<file path="src/rtl/sqwave_gen_multi.sv">
// Multi-channel square/PWM generator: per-channel period, high time and amplitude, reconfigured at period boundaries.
// Optional macro PHASE_OFFSET_EN adds cfg_phase so a channel's counter starts from a programmed phase.
module sqwave_gen_multi #(
    parameter int NCH = 2,
    parameter int DW  = 8,
    parameter int CW  = 16,
    parameter int CHW = 1
) (
    input  logic              clk,
    input  logic              rst,
    input  logic [NCH-1:0]    en,
    input  logic              cfg_valid,
    output logic              cfg_ready,
    input  logic [CHW-1:0]    cfg_ch,
    input  logic [CW-1:0]     cfg_period,
    input  logic [CW-1:0]     cfg_high,
    input  logic [DW-1:0]     cfg_amp,
`ifdef PHASE_OFFSET_EN
    input  logic [CW-1:0]     cfg_phase,
`endif
    output logic [NCH*DW-1:0] op,
    output logic [NCH-1:0]    wrap
);
    // Handshake: a config moves into the single pending slot on a posedge with cfg_valid && cfg_ready;
    // cfg_ready is low exactly while the slot is occupied, and the requester holds its data until then.
    logic           pend_valid;
    logic [CHW-1:0] pend_ch;
    logic [CW-1:0]  pend_period;
    logic [CW-1:0]  pend_high;
    logic [DW-1:0]  pend_amp;
    logic [CW-1:0]  pend_start;
    logic [NCH-1:0] apply;
    logic           accept;
    logic           ch_ok;

    assign cfg_ready = !pend_valid;
    assign accept    = cfg_valid && cfg_ready;
    assign ch_ok     = 32'(cfg_ch) < 32'(NCH);

`ifdef PHASE_OFFSET_EN
    logic [CW-1:0] pend_phase;
    logic [CW-1:0] pend_last;
    assign pend_last  = (pend_period == '0) ? '0 : pend_period - CW'(1);
    assign pend_start = (pend_phase > pend_last) ? pend_last : pend_phase;
`else
    assign pend_start = '0;
`endif

    // Out-of-range channel indices complete the handshake but never occupy the slot.
    always_ff @(posedge clk) begin
        if (!rst) begin
            pend_valid  <= 1'b0;
            pend_ch     <= '0;
            pend_period <= '0;
            pend_high   <= '0;
            pend_amp    <= '0;
`ifdef PHASE_OFFSET_EN
            pend_phase  <= '0;
`endif
        end else begin
            if (|apply) pend_valid <= 1'b0;
            if (accept && ch_ok) begin
                pend_valid  <= 1'b1;
                pend_ch     <= cfg_ch;
                pend_period <= cfg_period;
                pend_high   <= cfg_high;
                pend_amp    <= cfg_amp;
`ifdef PHASE_OFFSET_EN
                pend_phase  <= cfg_phase;
`endif
            end
        end
    end

    for (genvar i = 0; i < NCH; i++) begin : g_ch
        logic [CW-1:0] period_r;
        logic [CW-1:0] high_r;
        logic [DW-1:0] amp_r;
        logic [DW-1:0] op_r;
        logic [CW-1:0] cnt;
        logic [CW-1:0] cur;
        logic [CW-1:0] p_last;
        logic          at_last;

        // A programmed period of 0 behaves as a one-sample period.
        assign p_last   = (period_r == '0) ? '0 : period_r - CW'(1);
        assign at_last  = (cur == p_last);
        assign wrap[i]  = en[i] && at_last;
        assign apply[i] = pend_valid && (pend_ch == CHW'(i)) && (!en[i] || at_last);
        assign op[i*DW +: DW] = op_r;

`ifdef PHASE_OFFSET_EN
        logic          en_q;
        logic [CW-1:0] phase_r;
        logic [CW-1:0] start_cur;
        // On the first enabled clock the counter is treated as already sitting at the phase start.
        assign start_cur = (phase_r > p_last) ? p_last : phase_r;
        assign cur       = (en[i] && !en_q) ? start_cur : cnt;

        always_ff @(posedge clk) begin
            if (!rst) begin
                en_q    <= 1'b0;
                phase_r <= '0;
            end else begin
                en_q <= en[i];
                if (apply[i]) phase_r <= pend_phase;
            end
        end
`else
        assign cur = cnt;
`endif

        always_ff @(posedge clk) begin
            if (!rst) begin
                cnt      <= '0;
                period_r <= CW'(256);
                high_r   <= CW'(128);
                amp_r    <= '1;
                op_r     <= '0;
            end else begin
                if (en[i]) begin
                    op_r <= (cur < high_r) ? amp_r : '0;
                    cnt  <= at_last ? '0 : cur + CW'(1);
                end else begin
                    op_r <= '0;
                    cnt  <= '0;
                end
                // New settings take over only on the wrap clock, so the next period is entirely new.
                if (apply[i]) begin
                    period_r <= pend_period;
                    high_r   <= pend_high;
                    amp_r    <= pend_amp;
                    if (en[i]) cnt <= pend_start;
                end
            end
        end
    end
endmodule

</file>
<file path="config.mk">
export PLATFORM = sky130hd
export DESIGN_NAME = sqwave_gen_multi
export DESIGN_NICKNAME = d
export VERILOG_FILES = /design/src/rtl/sqwave_gen_multi.sv
export SDC_FILE = /design/constraint.sdc
export NUM_CORES = 1
export LEC_CHECK = 0
export ABC_CLOCK_PERIOD_IN_PS = 9800
export CORE_AREA = 4 4 136 138
export DETAILED_ROUTE_END_ITERATION = 7
export DIE_AREA = 0 0 140 142
export GPL_ROUTABILITY_DRIVEN = 0
export PLACE_DENSITY = 0.78
export SYNTH_ARGS = -nofsm -noshare
export SYNTH_HDL_FRONTEND = slang
export SYNTH_SLANG_ARGS = --single-unit
</file>
<file path="constraint.sdc">
create_clock -name clk -period 9.8 [get_ports clk]
set_clock_uncertainty 0.05 [all_clocks]
set_input_delay 2.45 -clock clk [delete_from_list [all_inputs] [get_ports clk]]
set_output_delay 2.45 -clock clk [all_outputs]
set_load 0.05 [all_outputs]
</file>
==> flow_metrics.py <==
metrics = {
    "clock_network": {
        "root_buffer": "clkbuf_16",
        "cts_buffers": 17,
        "clock_path_buffers": 2,
        "cts_sinks": 170,
        "worstSkewPairLatency_ps": 420,
        "post_cts_resized": 0,
        "hold_buffers": 0,
        "h-tree-depth": 4,
        "cts_setup_buffers": 0,
        "tritoncts": "done",
        "clk_pin_slew_ps": 70,
    },
    "outcome": {
        "status": "finished clean",
    },
    "global_routing": {
        "track_usage": 0.205,
        "grt_start_max_net_pins": 81,
        "grt_pass1_wl_um": 33500,
        "grt_pass1_vias": 6701,
        "antenna_found_initial": 0,
        "grt-ovfl-total": 0,
    },
    "critical_path": {
        "crit_buf_inv": 2,
        "rr_endpoint": "g_ch[0].amp_r[4]",
        "cp.arrival_ps": 4180,
        "r2r_slack_ps": 5420,
        "cp.required_ps": 7300,
        "cp_num_cells": 10,
        "critical_path.max_fanout": 10,
        "startpoint_type": "register",
        "reg2reg_from": "g_ch[0].period_r[2]",
        "crit_type": "register to output port",
        "path_delay_family": "simple AND/OR/NAND/NOR gates",
        "r2r_cells": 10,
        "slowest_stage": "clkdlybuf4s50_1",
        "slowest_delay_ps": 860,
        "crit_path_end_kind": "output port",
        "worstPathCellList": "inv_1 > ha_1 > or3b_2 > nor4_4 > nor2_1 > xnor2_1 > nand4_1 > or3_1 > nor3_1 > clkdlybuf4s50_1",
    },
    "cells_and_area": {
        "fin_nets": 1141,
        "antenna-diode-count": 0,
        "area_growth_pct": 15.2,
        "finalNonFillerCells": 1299,
        "drive_above_1_share": 0.0493,
    },
    "routing": {
        "drtAntennaViolNets": 0,
        "drt_iter0_drc": 549,
        "post_drt_via_cell_ratio": 5.62,
        "vias": 7296,
        "drcViolationCount": 0,
        "wl_per_cell_um": 15.5,
        "drt-total-wl_um": 20100,
        "dr.pass1.iters": 5,
    },
    "min_path": {
        "min_to": "pend_amp[0]",
        "min-delay-start": "pend_amp[0]",
        "hp-class": "register to register",
        "hold_depth": 2,
    },
    "pwr": {
        "power.density_nw_per_um2": 155,
        "leakagePower_nw": 3.82,
        "peakVddDrop_v": 0.000118,
    },
    "synthesis": {
        "synth_area_um2": 8550,
        "ys_async_sr_fraction": 0,
        "synth_flop_cell": "dfxtp_1",
        "ys_types": 60,
        "ys_ff_latch": 170,
        "syn_area_per_cell_um2": 8.30,
        "synth_fp_nets": 1111,
        "ys_warn_count": 0,
        "netlist_instances": 1031,
        "synth_edf_count": 0,
        "yosysSeqAreaShare": 0.398,
    },
    "die": {
        "fp-row-count": 48,
        "initial_core_util": 0.498,
        "coreArea_um2": 17200,
        "die-area_um2": 19900,
        "die_w_um": 140,
        "io_pins": 65,
        "die_y_um": 142,
    },
    "flow_run": {
        "cap_violations": 0,
    },
    "placement": {
        "dp_hpwl_um": 14300,
        "portBuffers": 64,
        "placed_cells": 1267,
    },
    "timing": {
        "fin_crit_ps": 6680,
        "hold_violations": 0,
        "post-route-period-util": 0.682,
        "finalMaxSlewViolations": 0,
        "fmax_ghz": 0.150,
        "tightest_slew_ps": 1190,
        "setup_viol_count_final": 0,
        "maxSlewHeadroom": 0.207,
        "rsz0062_at_grt": "no",
        "setup_tns_ps": 0,
    },
}
## worst max-delay path by stage
stage	start	end	slack, ps
2_1_floorplan	en[1]	wrap[1]	3710
3_3_place_gp	en[1]	wrap[1]	3130
3_5_place_dp	en[1]	wrap[1]	3140
4_1_cts	en[1]	wrap[1]	3140
5_1_grt	g_ch[1].period_r[0]	wrap[1]	2950
6_report	g_ch[1].period_r[0]	wrap[1]	3120
## through the flow
step / area [um2] / setup slack (ps) / utilization / hold slack, ps / total power (W)
3_3_place_gp: 9280 / 3130 / 0.540 / 397 / 0.000896
5_1_grt: 9850 / 2950 / 0.574 / 433 / 0.00158
2_1_floorplan: 8550 / 3710 / - / 388 / 0.000843
6_report: 9850 / 3120 / 0.574 / 413 / 0.00152
3_5_place_dp: 9280 / 3140 / 0.540 / 405 / 0.000899
4_1_cts: 9850 / 3140 / 0.574 / 415 / 0.00153
## routing by layer
| metal | routed length (um) | GRT usage |
|---|---|---|
| met1 | 9170 | 0.280 |
| met5 | 0 | 0 |
| met3 | 985 | 0.0282 |
| met4 | 483 | 0.0775 |
| met2 | 9510 | 0.334 |
## cells in the mapped netlist (14+ instances only)
| master | instances | share of area |
|---|---|---|
| xnor2_1 | 28 | 0.029 |
| xor2_1 | 32 | 0.033 |
| o31ai_1 | 14 | 0.012 |
| inv_1 | 52 | 0.023 |
| nand2_1 | 181 | 0.079 |
| o211ai_1 | 22 | 0.019 |
| mux2i_1 | 35 | 0.041 |
| o21ai_0 | 53 | 0.031 |
| clkbuf_1 | 52 | 0.023 |
| dfxtp_1 | 170 | 0.40 |
| ha_1 | 34 | 0.050 |
| a21oi_1 | 16 | 0.0094 |
| a21boi_0 | 51 | 0.045 |
| nor3_1 | 22 | 0.013 |
| nor2_1 | 55 | 0.024 |
| nand3_1 | 61 | 0.036 |
## final cells by class
type	count	area, um2
clock inverters	12	108
flip-flops and latches	170	3400
multi-input cells	748	4700
clock buffers	20	467
fillers	1608	7320
repair buffers	72	698
inverters	52	195
well taps	225	282
## layout by cell type, fill, tap and decap left out, types with 14 or more instances in the layout
cell type / n
nand2_1: 181
dfxtp_1: 170
clkdlybuf4s50_1: 63
nand3_1: 61
nor2_1: 55
o21ai_0: 53
inv_1: 52
a21boi_0: 51
mux2i_1: 35
ha_1: 34
xor2_1: 32
xnor2_1: 28
nor3_1: 22
o211ai_1: 22
clkbuf_16: 17
a21oi_1: 16
o31ai_1: 14
## cell families (layout without fill, tap and decap cells)
kind of cell / Yosys count / in the layout / share of synthesized area
AND/OR/NAND/NOR: 420 / 420 / 0.239
AO/OA/AOI/OAI: 199 / 199 / 0.157
flip-flops: 170 / 170 / 0.398
buffers and inverters: 113 / 156 / 0.0537
XOR/XNOR: 60 / 60 / 0.0614
multiplexers: 35 / 35 / 0.0410
adder cells (fa/ha/maj): 34 / 34 / 0.0497
## flip-flops by register name (all words and copies together) (netlist names)
signal,count
g_ch.period_r,32
g_ch.cnt,32
g_ch.op_r,16
g_ch.amp_r,16
pend_high,16
pend_valid,1
pend_period,16
pend_amp,8
g_ch.high_r,32
pend_ch,1
## power by group
part,switching (W),internal [W]
clock,0.000289,0.000352
sequential,0.0000153,0.000713
combinational,0.0000924,0.0000627
## worst min-delay path: stages (launching register included)
cell,delay [ps]
dfxtp_1,310
nand2_1,40
a21boi_0,60
(Power assumes the default switching activity.)
